## src/rtl/rptr_empty_fwft_if.sv

```systemverilog
// rptr_empty_fwft_if: read-side FIFO controller bundle (memory port, pointers, flags, FWFT handshake)
interface rptr_empty_fwft_if #(
   parameter int ASIZE = 4,
   parameter int DSIZE = 8
);
   logic [ASIZE:0]   wr_ptr;
   logic [ASIZE-1:0] rd_addr;
   logic             rd_en_mem;
   logic [DSIZE-1:0] mem_rdata;
   logic [ASIZE:0]   rd_ptr;
   logic             rd_empty;
   logic [ASIZE:0]   rd_level;
   logic             rd_almost_empty;
   logic             rd_valid;
   logic [DSIZE-1:0] rd_data;
   logic             rd_ready;
   modport master (
      input  wr_ptr, mem_rdata, rd_ready,
      output rd_addr, rd_en_mem, rd_ptr, rd_empty, rd_level, rd_almost_empty, rd_valid, rd_data
   );
   modport slave (
      output wr_ptr, mem_rdata, rd_ready,
      input  rd_addr, rd_en_mem, rd_ptr, rd_empty, rd_level, rd_almost_empty, rd_valid, rd_data
   );
endinterface

```

## src/rtl/rptr_empty_fwft.sv

```systemverilog
// rptr_empty_fwft: read-domain pointer, empty/level flags and 2-entry first-word-fall-through buffer
module rptr_empty_fwft #(
   parameter int ASIZE     = 4,
   parameter int DSIZE     = 8,
   parameter int AE_THRESH = 2
) (
   input logic               rd_clk,
   input logic               rd_rst,
   rptr_empty_fwft_if.master bus
);
   localparam logic [ASIZE:0] AE = (ASIZE+1)'(AE_THRESH);
   logic [ASIZE:0]   r_sync1, r_sync2, r_rbin, r_rptr, r_level;
   logic             r_empty, r_ae, r_infl;
   logic [1:0]       r_cnt;
   logic [DSIZE-1:0] r_head, r_tail;
   logic             w_pop, w_inc;
   logic [1:0]       w_occ;
   logic [ASIZE:0]   w_rbnext, w_rgnext, w_wbin, w_diff;
   // issue a memory read only while the buffer plus the word in flight leaves room after this cycle's pop
   always_comb begin
      w_pop    = (r_cnt != 2'd0) & bus.rd_ready;
      w_occ    = r_cnt + {1'b0, r_infl};
      w_inc    = !r_empty & ((w_occ - {1'b0, w_pop}) < 2'd2);
      w_rbnext = r_rbin + {{ASIZE{1'b0}}, w_inc};
      w_rgnext = (w_rbnext >> 1) ^ w_rbnext;
      w_wbin   = '0;
      for (int i = 0; i <= ASIZE; i++) w_wbin[i] = ^(r_sync2 >> i);
      w_diff   = w_wbin - w_rbnext;
   end
   // synchronise the write pointer, advance the read pointer and register the flags from the same next pointer
   always_ff @(posedge rd_clk) begin
      if (rd_rst) begin
         r_sync1 <= '0;
         r_sync2 <= '0;
         r_rbin  <= '0;
         r_rptr  <= '0;
         r_empty <= 1'b1;
         r_level <= '0;
         r_ae    <= 1'b1;
         r_infl  <= 1'b0;
      end else begin
         r_sync1 <= bus.wr_ptr;
         r_sync2 <= r_sync1;
         r_rbin  <= w_rbnext;
         r_rptr  <= w_rgnext;
         r_empty <= (w_rgnext == r_sync2);
         r_level <= w_diff;
         r_ae    <= (w_diff <= AE);
         r_infl  <= w_inc;
      end
   end
   // output buffer: head/tail pair, the word returning from memory lands behind whatever is not popped
   always_ff @(posedge rd_clk) begin
      if (rd_rst) begin
         r_cnt  <= 2'd0;
         r_head <= '0;
         r_tail <= '0;
      end else begin
         r_cnt <= r_cnt + {1'b0, r_infl} - {1'b0, w_pop};
         if (w_pop && r_cnt == 2'd2) r_head <= r_tail;
         else if (r_infl && (w_pop ? r_cnt == 2'd1 : r_cnt == 2'd0)) r_head <= bus.mem_rdata;
         if (r_infl && (w_pop ? r_cnt == 2'd2 : r_cnt == 2'd1)) r_tail <= bus.mem_rdata;
      end
   end
   assign bus.rd_addr         = r_rbin[ASIZE-1:0];
   assign bus.rd_en_mem       = w_inc;
   assign bus.rd_ptr          = r_rptr;
   assign bus.rd_empty        = r_empty;
   assign bus.rd_level        = r_level;
   assign bus.rd_almost_empty = r_ae;
   assign bus.rd_valid        = (r_cnt != 2'd0);
   assign bus.rd_data         = r_head;
endmodule

```

## src/flat_wrapper.sv

```systemverilog
// flat-port wrapper written by rule: the top's interface ports become plain ports
module rptr_empty_fwft_flat 
#(
   parameter int ASIZE     = 4,
   parameter int DSIZE     = 8,
   parameter int AE_THRESH = 2
)
  (rd_clk, rd_rst, bus_wr_ptr, bus_mem_rdata, bus_rd_ready, bus_rd_addr, bus_rd_en_mem, bus_rd_ptr, bus_rd_empty, bus_rd_level, bus_rd_almost_empty, bus_rd_valid, bus_rd_data);
  rptr_empty_fwft_if #(.ASIZE(ASIZE), .DSIZE(DSIZE)) bus_i ();
  input logic rd_clk;
  input logic rd_rst;
  input wire logic [$bits(bus_i.wr_ptr)-1:0] bus_wr_ptr;
  input wire logic [$bits(bus_i.mem_rdata)-1:0] bus_mem_rdata;
  input wire logic [$bits(bus_i.rd_ready)-1:0] bus_rd_ready;
  output wire logic [$bits(bus_i.rd_addr)-1:0] bus_rd_addr;
  output wire logic [$bits(bus_i.rd_en_mem)-1:0] bus_rd_en_mem;
  output wire logic [$bits(bus_i.rd_ptr)-1:0] bus_rd_ptr;
  output wire logic [$bits(bus_i.rd_empty)-1:0] bus_rd_empty;
  output wire logic [$bits(bus_i.rd_level)-1:0] bus_rd_level;
  output wire logic [$bits(bus_i.rd_almost_empty)-1:0] bus_rd_almost_empty;
  output wire logic [$bits(bus_i.rd_valid)-1:0] bus_rd_valid;
  output wire logic [$bits(bus_i.rd_data)-1:0] bus_rd_data;
  assign bus_i.wr_ptr = bus_wr_ptr;
  assign bus_i.mem_rdata = bus_mem_rdata;
  assign bus_i.rd_ready = bus_rd_ready;
  assign bus_rd_addr = bus_i.rd_addr;
  assign bus_rd_en_mem = bus_i.rd_en_mem;
  assign bus_rd_ptr = bus_i.rd_ptr;
  assign bus_rd_empty = bus_i.rd_empty;
  assign bus_rd_level = bus_i.rd_level;
  assign bus_rd_almost_empty = bus_i.rd_almost_empty;
  assign bus_rd_valid = bus_i.rd_valid;
  assign bus_rd_data = bus_i.rd_data;
  rptr_empty_fwft #(.ASIZE(ASIZE), .DSIZE(DSIZE), .AE_THRESH(AE_THRESH)) u_core (.rd_clk(rd_clk), .rd_rst(rd_rst), .bus(bus_i));
endmodule
```

## config.mk

```make
export PLATFORM = sky130hd
export DESIGN_NAME = rptr_empty_fwft_flat
export DESIGN_NICKNAME = d
export VERILOG_FILES = /design/src/rtl/rptr_empty_fwft_if.sv /design/src/rtl/rptr_empty_fwft.sv /design/src/flat_wrapper.sv
export SDC_FILE = /design/constraint.sdc
export NUM_CORES = 1
export LEC_CHECK = 0
export ABC_CLOCK_PERIOD_IN_PS = 4400
export CAP_MARGIN = 5
export CORE_ASPECT_RATIO = 1.1
export CORE_MARGIN = 2
export CORE_UTILIZATION = 45
export CTS_CLUSTER_DIAMETER = 200
export DETAILED_ROUTE_END_ITERATION = 10
export HOLD_SLACK_MARGIN = 0.06
export PLACE_DENSITY_LB_ADDON = 0.15
export SLEW_MARGIN = 25
export SYNTH_ARGS = -nofsm -noshare
export SYNTH_HDL_FRONTEND = slang
export SYNTH_SLANG_ARGS = --single-unit
```

## constraint.sdc

```tcl
create_clock -name rd_clk -period 4.4 [get_ports rd_clk]
set_clock_uncertainty 0.05 [all_clocks]
set_input_delay 1.1 -clock rd_clk [delete_from_list [all_inputs] [get_ports rd_clk]]
set_output_delay 1.1 -clock rd_clk [all_outputs]
set_load 0.05 [all_outputs]
```

=== Word-level counts from Yosys, hierarchy flattened ===
Cells that the tools add are included.

* $add $sub $neg: 4
* $lt $le $gt $ge: 2
* Equal/unequal tests: 3
* Muxes and demuxes: 4
* Bitwise operators: 3
* Reductions and logical operators: 12

{| class="wikitable"
|+ Operators with widths
! cell !! count
|-
| $reduce_xor A5 Y1 || 5
|-
| $mux W8 || 2
|-
| $add A5 B1 Y5 || 1
|-
| $eq A5 B5 Y1 || 1
|-
| $le A5 B2 Y1 const B || 1
|-
| $sub A5 B5 Y5 || 1
|-
| $xor A4 B5 Y5 || 1
|-
| $reduce_bool A2 Y1 || 2
|-
| $logic_and A1 B1 Y1 || 3
|-
| $add A2 B1 Y2 || 1
|-
| $and A1 B1 Y1 || 2
|-
| $eq A2 B1 Y1 const B || 1
|-
| $eq A2 B2 Y1 const B || 1
|-
| $logic_not A2 Y1 || 1
|-
| $lt A2 B2 Y1 const B || 1
|-
| $mux W1 || 2
|-
| $sub A2 B1 Y2 || 1
|-
| $logic_not A1 Y1 || 1
|}

* Register bits after elaboration: 46
* Input port bits: 16
* Output and inout bits: 26
* Logic and storage cells: 39

=== Logic depth before layout (Yosys ltp) ===
Gate-level depths: netlist of run 1.

* Word-level depth: 8
* Depth in mapped cells: 15
* Gate-level depth less buffers: 15

=== Worst setup path before layout of run 1 ===
No wires, ideal clock.

* Kind: in2reg
* Start point: input bus_rd_ready
* End point: register u_core.r_ae (netlist: u_core.bus.rd_almost_empty)
* Setup time: 0.103 ns
* Arrival time: 4.120 ns
* Required time: 4.247 ns
* Path slack: 0.127 ns
* Stages: 14
* Buffers on the path: 0
* Cell sequence: nand2_1 -> xnor2_1 -> ha_1 -> xor2_1 -> nor2_1 -> ha_1 -> ha_1 -> inv_1 -> ha_1 -> nor2b_1 -> o21ai_0 -> nor3b_1 -> nor3_1 -> a2111oi_2

* Longest elaborated chain between the ends: 7

{| class="wikitable"
|+ RTL lines
! element !! RTL line !! text
|-
| start, declared || flat_wrapper.sv:14 || <nowiki>input wire logic [$bits(bus_i.rd_ready)-1:0] bus_rd_ready;</nowiki>
|-
| $and A1 B1 Y1 || rptr_empty_fwft.sv:21 || <nowiki>w_pop = (r_cnt != 2'd0) & bus.rd_ready;</nowiki>
|-
| $sub A2 B1 Y2 || rptr_empty_fwft.sv:23 || <nowiki>w_inc = !r_empty & ((w_occ - {1'b0, w_pop}) < 2'd2);</nowiki>
|-
| $lt A2 B2 Y1 || rptr_empty_fwft.sv:23 ||
|-
| $and A1 B1 Y1 || rptr_empty_fwft.sv:23 ||
|-
| named net bus_rd_en_mem || flat_wrapper.sv:16 || <nowiki>output wire logic [$bits(bus_i.rd_en_mem)-1:0] bus_rd_en_mem;</nowiki>
|-
| $add A5 B1 Y5 || rptr_empty_fwft.sv:24 || <nowiki>w_rbnext = r_rbin + {{ASIZE{1'b0}}, w_inc};</nowiki>
|-
| named net u_core.w_rbnext[1] || rptr_empty_fwft.sv:18 || <nowiki>logic [ASIZE:0] w_rbnext, w_rgnext, w_wbin, w_diff;</nowiki>
|-
| $sub A5 B5 Y5 || rptr_empty_fwft.sv:28 || <nowiki>w_diff = w_wbin - w_rbnext;</nowiki>
|-
| $le A5 B2 Y1 || rptr_empty_fwft.sv:48 || <nowiki>r_ae <= (w_diff <= AE);</nowiki>
|-
| end signal, assigned || rptr_empty_fwft.sv:48 ||
|-
| end, declared || rptr_empty_fwft.sv:13 || <nowiki>logic r_empty, r_ae, r_infl;</nowiki>
|}

The timed path passes the listed nets, and every way through them passes these cells.
A chain may end at the register's enable or synchronous reset.

=== Final worst setup path of run 1 ===
* Start point: input bus_rd_ready
* End point: register u_core.r_ae (netlist: u_core.bus.rd_almost_empty)

* Longest elaborated chain between the ends: 7

{| class="wikitable"
|+ RTL lines
! element !! RTL line
|-
| $and A1 B1 Y1 || rptr_empty_fwft.sv:21
|-
| $sub A2 B1 Y2 || rptr_empty_fwft.sv:23
|-
| $lt A2 B2 Y1 || rptr_empty_fwft.sv:23
|-
| $and A1 B1 Y1 || rptr_empty_fwft.sv:23
|-
| $add A5 B1 Y5 || rptr_empty_fwft.sv:24
|-
| named net u_core.w_rbnext[1] || rptr_empty_fwft.sv:18
|-
| $sub A5 B5 Y5 || rptr_empty_fwft.sv:28
|-
| $le A5 B2 Y1 || rptr_empty_fwft.sv:48
|}

The timed path passes the listed nets, and every way through them passes these cells.

==> results of run 1 <==
[final timing paths]
path                startpoint                         end
max               bus_rd_ready  u_core.bus.rd_almost_empty
min          u_core.r_sync1[1]           u_core.r_sync2[1]
max reg2reg    u_core.r_cnt[1]  u_core.bus.rd_almost_empty
min reg2reg  u_core.r_sync1[1]           u_core.r_sync2[1]
[flip-flops by register name, summed over array words and instances, names as in the netlist]
| register | cells |
|---|---|
| u_core.bus.rd_ptr | 5 |
| u_core.r_rbin | 4 |
| u_core.bus.rd_level | 5 |
| u_core.bus.rd_empty | 1 |
| u_core.bus.rd_data | 8 |
| u_core.bus.rd_almost_empty | 1 |
| u_core.r_tail | 8 |
| u_core.r_infl | 1 |
| u_core.r_cnt | 2 |
| u_core.r_sync2 | 5 |
| u_core.r_sync1 | 5 |
[Yosys cell counts (2+ instances only)]
master,instances
a211oi_1,8
mux2i_1,16
nand3_1,2
and2_1,3
o21ai_0,4
xor2_1,8
nor3_1,2
nor2_1,27
clkbuf_1,5
dfxtp_1,45
nand2_1,5
ha_1,7
inv_1,7
xnor2_1,10
nor2b_1,14
[through the flow]
step	cell area (um2)	total power, W
6_report	2482	0.001535
5_1_grt	2482	0.001631
4_1_cts	2477	0.001544
3_5_place_dp	2387	0.001286
3_3_place_gp	2387	0.001267
2_1_floorplan	1876	0.001049
[power by group through the flow]
stage	registers (W)	logic, W	clock network (W)
4_1_cts	0.000521	0.000761	0.000262
3_3_place_gp	0.000527	0.000741	0
2_1_floorplan	0.000726	0.000323	0
6_report	0.000522	0.000759	0.000254
5_1_grt	0.000532	0.000813	0.000286
3_5_place_dp	0.000531	0.000755	0
[kinds of logic (layout without fill, tap and decap cells)]
group,after synthesis,count (layout),synth area share
DFF,45,45,0.4803
muxes,16,16,0.08539
and+or+nand+nor,58,58,0.1508
AOI/OAI and AO/OA,19,19,0.08206
adders and majority gates,8,8,0.05737
buffers and inverters,12,62,0.02402
xor gates and xnor gates,21,21,0.1201
[routing by layer]
metal	vias to the layer above	wire, um
met5	-	0
li1	693	-
met2	29	1840
met4	0	34
met1	629	1595
met3	4	142
[worst max-delay path, cell delays in order]
cell and delay (ns):
clkdlybuf4s50_1 0.53, inv_1 0.12, o31ai_2 0.30, xor2_1 0.26, nor2_1 0.10, ha_1 0.22
ha_1 0.32, inv_2 0.08, ha_1 0.28, nor2b_1 0.13, o21ai_0 0.20, nor3b_1 0.21
nor3_1 0.09, a2111oi_2 0.34
[placed cells by master, fill, tap and decap left out, types with 5 or more instances in the layout]
| cell | synthesis | layout |
|---|---|---|
| dfxtp_1 | 45 | 45 |
| a211oi_1 | 8 | 8 |
| ha_1 | 7 | 7 |
| xnor2_1 | 10 | 10 |
| nor2b_1 | 14 | 14 |
| nand2_1 | 5 | 5 |
| inv_1 | 7 | 6 |
| clkbuf_8 | 0 | 5 |
| mux2i_1 | 16 | 16 |
| nor2_1 | 27 | 27 |
| clkdlybuf4s50_1 | 0 | 40 |
| buf_4 | 0 | 6 |
| xor2_1 | 8 | 8 |
[layout make-up]
class / count / area [um2]
fill: 347 / 1511
multi-input combinational: 122 / 934.6
sequential: 45 / 900.9
timing repair buffer: 47 / 465.4
clock buffer: 5 / 68.82
tap: 52 / 65.06
inverter: 7 / 26.28
clock inverter: 3 / 21.27
==> impl_results.md, run 1 <==
* Port Buffer Count at 41
* Cell variety after synth at 31
* EDFF count, synth at 0
* Clock power frac at 0.166
* Req. time, crit path at 4.54 ns
* Clock latency on the worst-skew pair at 0.30 ns
* Initial Util at 0.4696
* Met2 Resource Use GR at 0.3027
* Synth Flop Type: dfxtp_1
* Synthesized instance count at 179
* Hold Vio Cnt, Final at 0
* Sequential area share after synthesis at 0.4803
* Worst slew pin tran at 0.6334 ns
* Routed WL per cell at 12.86 um
* First-pass GRT wire length at 6.134 mm
* Worst hold margin at 0.3923 ns
* Clock sink count at 45
* IR drop worst, VDD at 0.3086 mV
* Setup bufs post-CTS at 0
* Clock period minus worst slack at 4.136 ns
* Htree depth at 2
* FFs w/ async S/R, synth at 0
* Gr usage total at 0.1684
* Initial DRC Count at 21
* Clock Tree Buf Depth at 2
* Met1 Resource Use GR at 0.1936
* Synthesized area per cell at 10.48 um2
* Pre-CTS setup slack at -0.1034 ns
* Layout Utilization at 0.6216
* Routed WL at 3.613 mm
* Post-route ant nets at 0
* Congestion Overflow GR at 0
* Period utilization at 0.9399
* Via count at 1355
* Worst setup path class: in2reg
* Layout cells sized above 1 at 0.1092
* FF-to-FF setup slack at 0.94 ns
* Routability Congestion at 0.9480
* Die boundary width at 65.56 um
* Die Height at 71.71 um
* Rows at 24
* Number of global-route vias before repair at 1379
* Largest net degree at the start of global routing at 31
* Leading area contributor after synthesis: dfxtp_1
* Hold path cells at 1
* Pwr dens at 618.5 nW/um2
* Cells on worst reg2reg path at 15
* Final setup viols at 0
* Worst-path maximum fanout at 5
* Yosys Warn Count at 0
* CTS tree: yes
* Diode count at 0
* Pleak at 1.031 nW
* Internal at 0.0009048 W
* Worst setup SP type: input port
* Seq cells post-synth at 45
* Reported max-cap violation count at 0
* Root Buffer: clkbuf_8
* Synth Cell Area at 1876 um2
* Max-slew headroom at 0.5764
* Status: finished clean
* Initial antenna violation count at 0
* Top post-synthesis cells by area: dfxtp_1, mux2i_1, nor2_1, ha_1, nor2b_1
* Net count after synthesis at 203
* Nets@finish at 252
* Post-route setup slack at 0.2643 ns
* Placed insts at 273
* Net Sw Power at 0.0006306 W
* Synth top area share at 0.4803
* Total CTS buffers at 5
* Detailed Place HPWL at 2.707 mm
* Total core area at 3994 um2
* CTS clk-pin slew, worst paths at 0.08 ns
* Post-cts resize count at 0
* GRT busiest layer: met2
* RSZ-0062 raised after global routing: no
* Combinational Power Share at 0.494
* Hold buffers post-CTS at 0
* Post-Route Setup TNS at 0 ns
* Crit. End Element: register
* Min-delay worst type: reg2reg
* Ports at 42
* Met3 Use GR at 0.04710
* CP arrival at 4.28 ns
* # DRC at 0
* Final Max Slew Viols at 0
* Die footprint at 4701 um2
* Area grow syn2layout at 32.35%
* FMAX at 0.2418 GHz
* DRT Pass-1 Iters at 4
* Sw frac at 0.4107
* Fin cells at 281
* Via/cell ratio at 4.822
* Power share of the sequential group at 0.340
No activity file was read; power rests on OpenSTA's default activity.
==> run 2: changes to the inputs <==
--- a/config.mk
+++ b/config.mk
@@ -8,7 +8,7 @@
 export ABC_CLOCK_PERIOD_IN_PS = 4400
 export CAP_MARGIN = 5
 export CORE_ASPECT_RATIO = 1.1
-export CORE_MARGIN = 2
+export CORE_MARGIN = 3
 export CORE_UTILIZATION = 45
 export CTS_CLUSTER_DIAMETER = 200
 export DETAILED_ROUTE_END_ITERATION = 10
==> run 2 against run 1 <==
  * Critical endpoint unchanged
  * Count of clock-buffer cells in the layout grew 1
  * Via count is essentially flat
  * Fmax grew 1.3%
  * Clock power grew 25%
  * Highest routed layer unchanged
  * Critical path type unchanged
  * Register-to-register slack gained 0.05 ns
==> impl_results.md, run 2 (synthesis results as in run 1) <==
* Status: finished clean
* Gr usage total at 0.1674 (-0.0009606)
* Post-route setup slack at 0.3179 ns (+0.05368 ns)
* Routability Congestion at 0.8318 (-12%)
* Clock sink count at 45 (unchanged)
* Area grow syn2layout at 33.96%
* Clock Tree Buf Depth at 2 (unchanged)
* RSZ-0062 raised after global routing: no
* Die boundary width at 67.56 um (+3.1%)
* Worst slew pin tran at 0.7777 ns (+0.1443 ns)
* Most common cell after layout, fill and taps aside: dfxtp_1
* Worst setup SP type: input port
* Die footprint at 4979 um2 (+5.9%)
* FMAX at 0.2450 GHz (+1.3%)
* Nets@finish at 253 (+0.40%)
* Worst setup path class: in2reg
* Diode count at 0 (unchanged)
* Setup bufs post-CTS at 0 (unchanged)
* CTS clk-pin slew, worst paths at 0.08 ns (about the same)
* Total CTS buffers at 5 (unchanged)
* Worst-path maximum fanout at 5 (unchanged)
* Most frequent cells in the layout: dfxtp_1, clkdlybuf4s50_1, nor2_1, mux2i_1, nor2b_1
* Total core area at 3827 um2 (-4.2%)
* Post-cts resize count at 0 (unchanged)
* Clock latency on the worst-skew pair at 0.29 ns (about the same)
* Rows at 23 (-4.2%)
* Pleak at 1.046 nW (+1.5%)
* Initial antenna violation count at 0 (unchanged)
* Hold buffers post-CTS at 0 (unchanged)
* Initial Util at 0.4900 (+0.02042)
* DRT Pass-1 Iters at 4 (unchanged)
* Reported max-cap violation count at 0 (unchanged)
* Cells on worst reg2reg path at 15 (unchanged)
* Post-Route Setup TNS at 0 ns (unchanged)
* First-pass GRT wire length at 6.196 mm (+1.0%)
* CP arrival at 4.23 ns (-0.05 ns)
* Req. time, crit path at 4.55 ns (about the same)
* Final Max Slew Viols at 0 (unchanged)
* Initial DRC Count at 41 (+95%)
* Max-slew headroom at 0.4799 (-0.09654)
* Clock period minus worst slack at 4.082 ns (-0.05368 ns)
* Period utilization at 0.9277 (-0.01220)
* Layout cells sized above 1 at 0.1087 (-0.0004747)
* Final setup viols at 0 (unchanged)
* Htree depth at 2 (unchanged)
* Hold Vio Cnt, Final at 0 (unchanged)
* Routed WL per cell at 13.13 um (+2.1%)
* IR drop worst, VDD at 0.3011 mV (-2.4%)
* Root Buffer: clkbuf_8
* Ports at 42 (unchanged)
* Min-delay worst type: reg2reg
* Via/cell ratio at 4.843 (+0.43%)
* Pre-CTS setup slack at 0.007575 ns (+0.1110 ns)
* Hold path cells at 1 (unchanged)
* Number of global-route vias before repair at 1387 (+0.58%)
* CTS tree: yes
* Post-route ant nets at 0 (unchanged)
* Detailed Place HPWL at 2.834 mm (+4.7%)
* # fillers at 297 (-14%)
* Routed WL at 3.675 mm (+1.7%)
* Pwr dens at 641.3 nW/um2 (+3.7%)
* # DRC at 0 (unchanged)
* Via count at 1356 (+0.074%)
* Congestion Overflow GR at 0 (unchanged)
* Die Height at 73.71 um (+2.8%)
* Largest net degree at the start of global routing at 23 (-26%)
* Port Buffer Count at 41 (unchanged)
* Crit. End Element: register
-- run 2: cell types whose count changed in the layout (fill, tap and decap cells not counted) --
cell,previous run,this run
clkinv_2,1,0
inv_6,1,0
o21ai_0,3,4
o31ai_2,1,0
o21ai_1,1,0
bufinv_16,0,1
buf_4,6,7
o31ai_1,0,1
clkbuf_8,5,6
-- run 2: critical path, stage by stage --
cell and delay (ns):
clkdlybuf4s50_1 0.52, nand2_1 0.08, xnor2_1 0.16, ha_1 0.19, xor2_1 0.21, nor2_1 0.09
ha_1 0.22, ha_1 0.32, inv_2 0.08, ha_1 0.29, nor2b_1 0.13, o21ai_0 0.21
nor3b_1 0.21, nor3_1 0.09, a2111oi_2 0.34
-- run 2: final cells by class --
type,instances,area [um2],area share
clock buffers,6,82.58,0.03287
clock inverters,2,37.54,0.01494
inverters,7,26.28,0.01046
multi-input cells,122,929.6,0.3700
flip-flops and latches,45,900.9,0.3586
well taps,50,62.56,0.02490
repair buffers,48,473.0,0.1882
-- run 2: final timing paths --
| check | slack, ns | to | start |
|---|---|---|---|
| setup / recovery | 0.32 | u_core.bus.rd_almost_empty | bus_rd_ready |
| hold / removal | 0.40 | u_core.r_sync2[2] | u_core.r_sync1[2] |
| setup reg to reg | 0.99 | u_core.bus.rd_almost_empty | u_core.r_cnt[1] |
| hold reg to reg | 0.40 | u_core.r_sync2[2] | u_core.r_sync1[2] |
-- run 2: routing by layer --
| metal | GRT usage | vias to the layer above | routed length (um) |
|---|---|---|---|
| li1 | - | 691 | - |
| met1 | 0.1973 | 624 | 1549 |
| met2 | 0.2800 | 33 | 1880 |
| met3 | 0.05046 | 8 | 184 |
| met4 | 0.06757 | 0 | 60 |
| met5 | 0 | - | 0 |
-- run 2: where the power goes --
group	internal [W]	switching, W	total, W
Clock	0.000184	0.000133	0.000318
Combinational	0.000322	0.000451	0.000773
Sequential	0.000481	0.0000389	0.000520
Total	0.000988	0.000623	0.00161
-- run 2: per-stage QoR --
stage          std cells  hold WS (ns)    util  total power (W)  area, um2
2_1_floorplan        179        0.3638       -         0.001049       1876
3_3_place_gp         272        0.3697  0.6250         0.001282       2392
3_5_place_dp         272        0.3841  0.6250         0.001301       2392
4_1_cts              280        0.4034  0.6564         0.001624       2512
5_1_grt              280        0.4251  0.6564         0.001705       2512
6_report             280        0.3982  0.6564         0.001611       2512
==> run 3: changes to the inputs <==
--- a/config.mk
+++ b/config.mk
@@ -5,7 +5,6 @@
 export SDC_FILE = /design/constraint.sdc
 export NUM_CORES = 1
 export LEC_CHECK = 0
-export ABC_CLOCK_PERIOD_IN_PS = 4400
 export CAP_MARGIN = 5
 export CORE_ASPECT_RATIO = 1.1
 export CORE_MARGIN = 3
@@ -13,6 +12,7 @@
 export CTS_CLUSTER_DIAMETER = 200
 export DETAILED_ROUTE_END_ITERATION = 10
 export HOLD_SLACK_MARGIN = 0.06
+export MAX_ROUTING_LAYER = met4
 export PLACE_DENSITY_LB_ADDON = 0.15
 export SLEW_MARGIN = 25
 export SYNTH_ARGS = -nofsm -noshare
==> run 3 against run 2 <==
  * Non-clock buffer count is the same
  * Largest cell class unchanged
  * Setup slack better by 0.0076 ns
  * Wire length down 0.22%
  * Sequential share of layout area is the same
  * Largest power group unchanged
==> impl_results.md, run 3 (synthesis results as in run 1) <==
* CTS tree: yes
* Clock period minus worst slack at 4.074 ns (-0.007595 ns)
* Clock sink count at 45 (unchanged)
* FMAX at 0.2454 GHz (+0.19%)
* Rows at 23 (unchanged)
* # DRC at 0 (unchanged)
* Routability Congestion at 0.8445 (+1.5%)
* Max-slew headroom at 0.4802 (about the same)
* Worst-path maximum fanout at 5 (unchanged)
* Status: finished clean
* Detailed Place HPWL at 2.834 mm (unchanged)
* Die boundary width at 67.56 um (unchanged)
* Via/cell ratio at 4.839 (about the same)
* IR drop worst, VDD at 0.3014 mV (about the same)
* Post-route ant nets at 0 (unchanged)
* Htree depth at 2 (unchanged)
* Die Height at 73.71 um (unchanged)
* DRT Pass-1 Iters at 4 (unchanged)
* Hold Vio Cnt, Final at 0 (unchanged)
* Fin cells at 280 (unchanged)
* Total CTS buffers at 5 (unchanged)
* Layout cells sized above 1 at 0.1087 (unchanged)
* CP arrival at 4.22 ns (about the same)
* RSZ-0062 raised after global routing: no
* Setup bufs post-CTS at 0 (unchanged)
* Clock latency on the worst-skew pair at 0.30 ns (about the same)
* Worst setup path class: in2reg
* Initial antenna violation count at 0 (unchanged)
* Worst slew pin tran at 0.7773 ns (-0.0004151 ns)
* Worst hold margin at 0.3981 ns (-0.00005500 ns)
* Root Buffer: clkbuf_8
* Req. time, crit path at 4.55 ns (about the same)
* Via count at 1355 (-0.074%)
* Number of global-route vias before repair at 1386 (-0.072%)
* Initial Util at 0.4900 (unchanged)
* Congestion Overflow GR at 0 (unchanged)
* Nets@finish at 253 (unchanged)
* Routed WL at 3.667 mm (-0.22%)
* Clock Tree Buf Depth at 2 (unchanged)
* Pleak at 1.046 nW (unchanged)
* Ports at 42 (unchanged)
* Initial DRC Count at 42 (+2.4%)
* Crit. End Element: register
* Worst setup SP type: input port
* Area grow syn2layout at 33.96% (unchanged)
* Gr usage total at 0.1712 (+0.003819)
* Period utilization at 0.9260 (-0.001726)
* Final setup viols at 0 (unchanged)
* CTS clk-pin slew, worst paths at 0.08 ns (about the same)
* Die footprint at 4979 um2 (unchanged)
* Pwr dens at 640.9 nW/um2 (about the same)
* Largest net degree at the start of global routing at 23 (unchanged)
* Most common cell after layout, fill and taps aside: dfxtp_1
* Port Buffer Count at 41 (unchanged)
* First-pass GRT wire length at 6.182 mm (-0.23%)
* Post-Route Setup TNS at 0 ns (unchanged)
* Reported max-cap violation count at 0 (unchanged)
* # fillers at 297 (unchanged)
* Total core area at 3827 um2 (unchanged)
* Diode count at 0 (unchanged)
* Routed WL per cell at 13.10 um (-0.22%)
* Placed insts at 272 (unchanged)
* Most frequent cells in the layout: dfxtp_1, clkdlybuf4s50_1, nor2_1, mux2i_1, nor2b_1
* Hold buffers post-CTS at 0 (unchanged)
* Final Max Slew Viols at 0 (unchanged)
* Min-delay worst type: reg2reg
* Layout Utilization at 0.6564 (unchanged)
==> run 3: cell counts in the layout (fill, tap and decap cells not counted) <==
Identical to the previous run, type by type.
==> run 3: worst paths after layout <==
check                    start                         end  slack (ns)  cells after the start
min          u_core.r_sync1[2]           u_core.r_sync2[2]        0.40                      1
min reg2reg  u_core.r_sync1[2]           u_core.r_sync2[2]        0.40                      1
max reg2reg    u_core.r_cnt[1]  u_core.bus.rd_almost_empty        1.00                     15
max               bus_rd_ready  u_core.bus.rd_almost_empty        0.33                     15
==> run 3: area by class of cell <==
cell class / instances / area, um2 / share of cell area
clock buffers: 6 / 82.58 / 0.03287
clock inverters: 2 / 37.54 / 0.01494
multi-input cells: 122 / 929.6 / 0.3700
flip-flops and latches: 45 / 900.9 / 0.3586
well taps: 50 / 62.56 / 0.02490
inverters: 7 / 26.28 / 0.01046
repair buffers: 48 / 473.0 / 0.1882
==> run 3: metrics by stage <==
| stage | total power (W) | area, um2 | setup slack, ns |
|---|---|---|---|
| after floorplan | 0.001049 | 1876 | 0.1266 |
| after global placement | 0.001282 | 2392 | 0.1039 |
| after detailed placement | 0.001301 | 2392 | 0.007575 |
| after CTS | 0.001624 | 2512 | 0.2913 |
| after global routing | 0.001704 | 2512 | 0.005193 |
| final | 0.001610 | 2512 | 0.3255 |
==> run 3: timing repair <==
| item | 4_1_cts | 5_1_grt |
|---|---|---|
| endpoints found under the setup margin | 0 | 1 |
| hold endpoints to repair | 0 | 0 |
| gates resized for setup | 0 | 1 |
==> run 3: worst max-delay path, stage by stage <==
cell and delay [ns]:
clkdlybuf4s50_1 0.52, nand2_1 0.08, xnor2_1 0.16, ha_1 0.19, xor2_1 0.21, nor2_1 0.09, ha_1 0.22, ha_1 0.32
inv_2 0.08, ha_1 0.29, nor2b_1 0.13, o21ai_0 0.20, nor3b_1 0.21, nor3_1 0.09, a2111oi_2 0.34
==> run 3: routing by layer <==
| metal | routed length [um] | up-vias | track usage |
|---|---|---|---|
| li1 | - | 691 | - |
| met1 | 1525 | 619 | 0.1973 |
| met2 | 1876 | 36 | 0.2800 |
| met3 | 188 | 9 | 0.04587 |
| met4 | 76 | 0 | 0.06757 |
| met5 | 0 | - | - |
==> run 3: where the power goes <==
part           switching (W)  internal [W]  leakage [nW]
Clock               0.000133      0.000184        0.0574
Sequential         0.0000389      0.000481         0.369
Combinational       0.000450      0.000322         0.620
Total               0.000622      0.000988          1.05
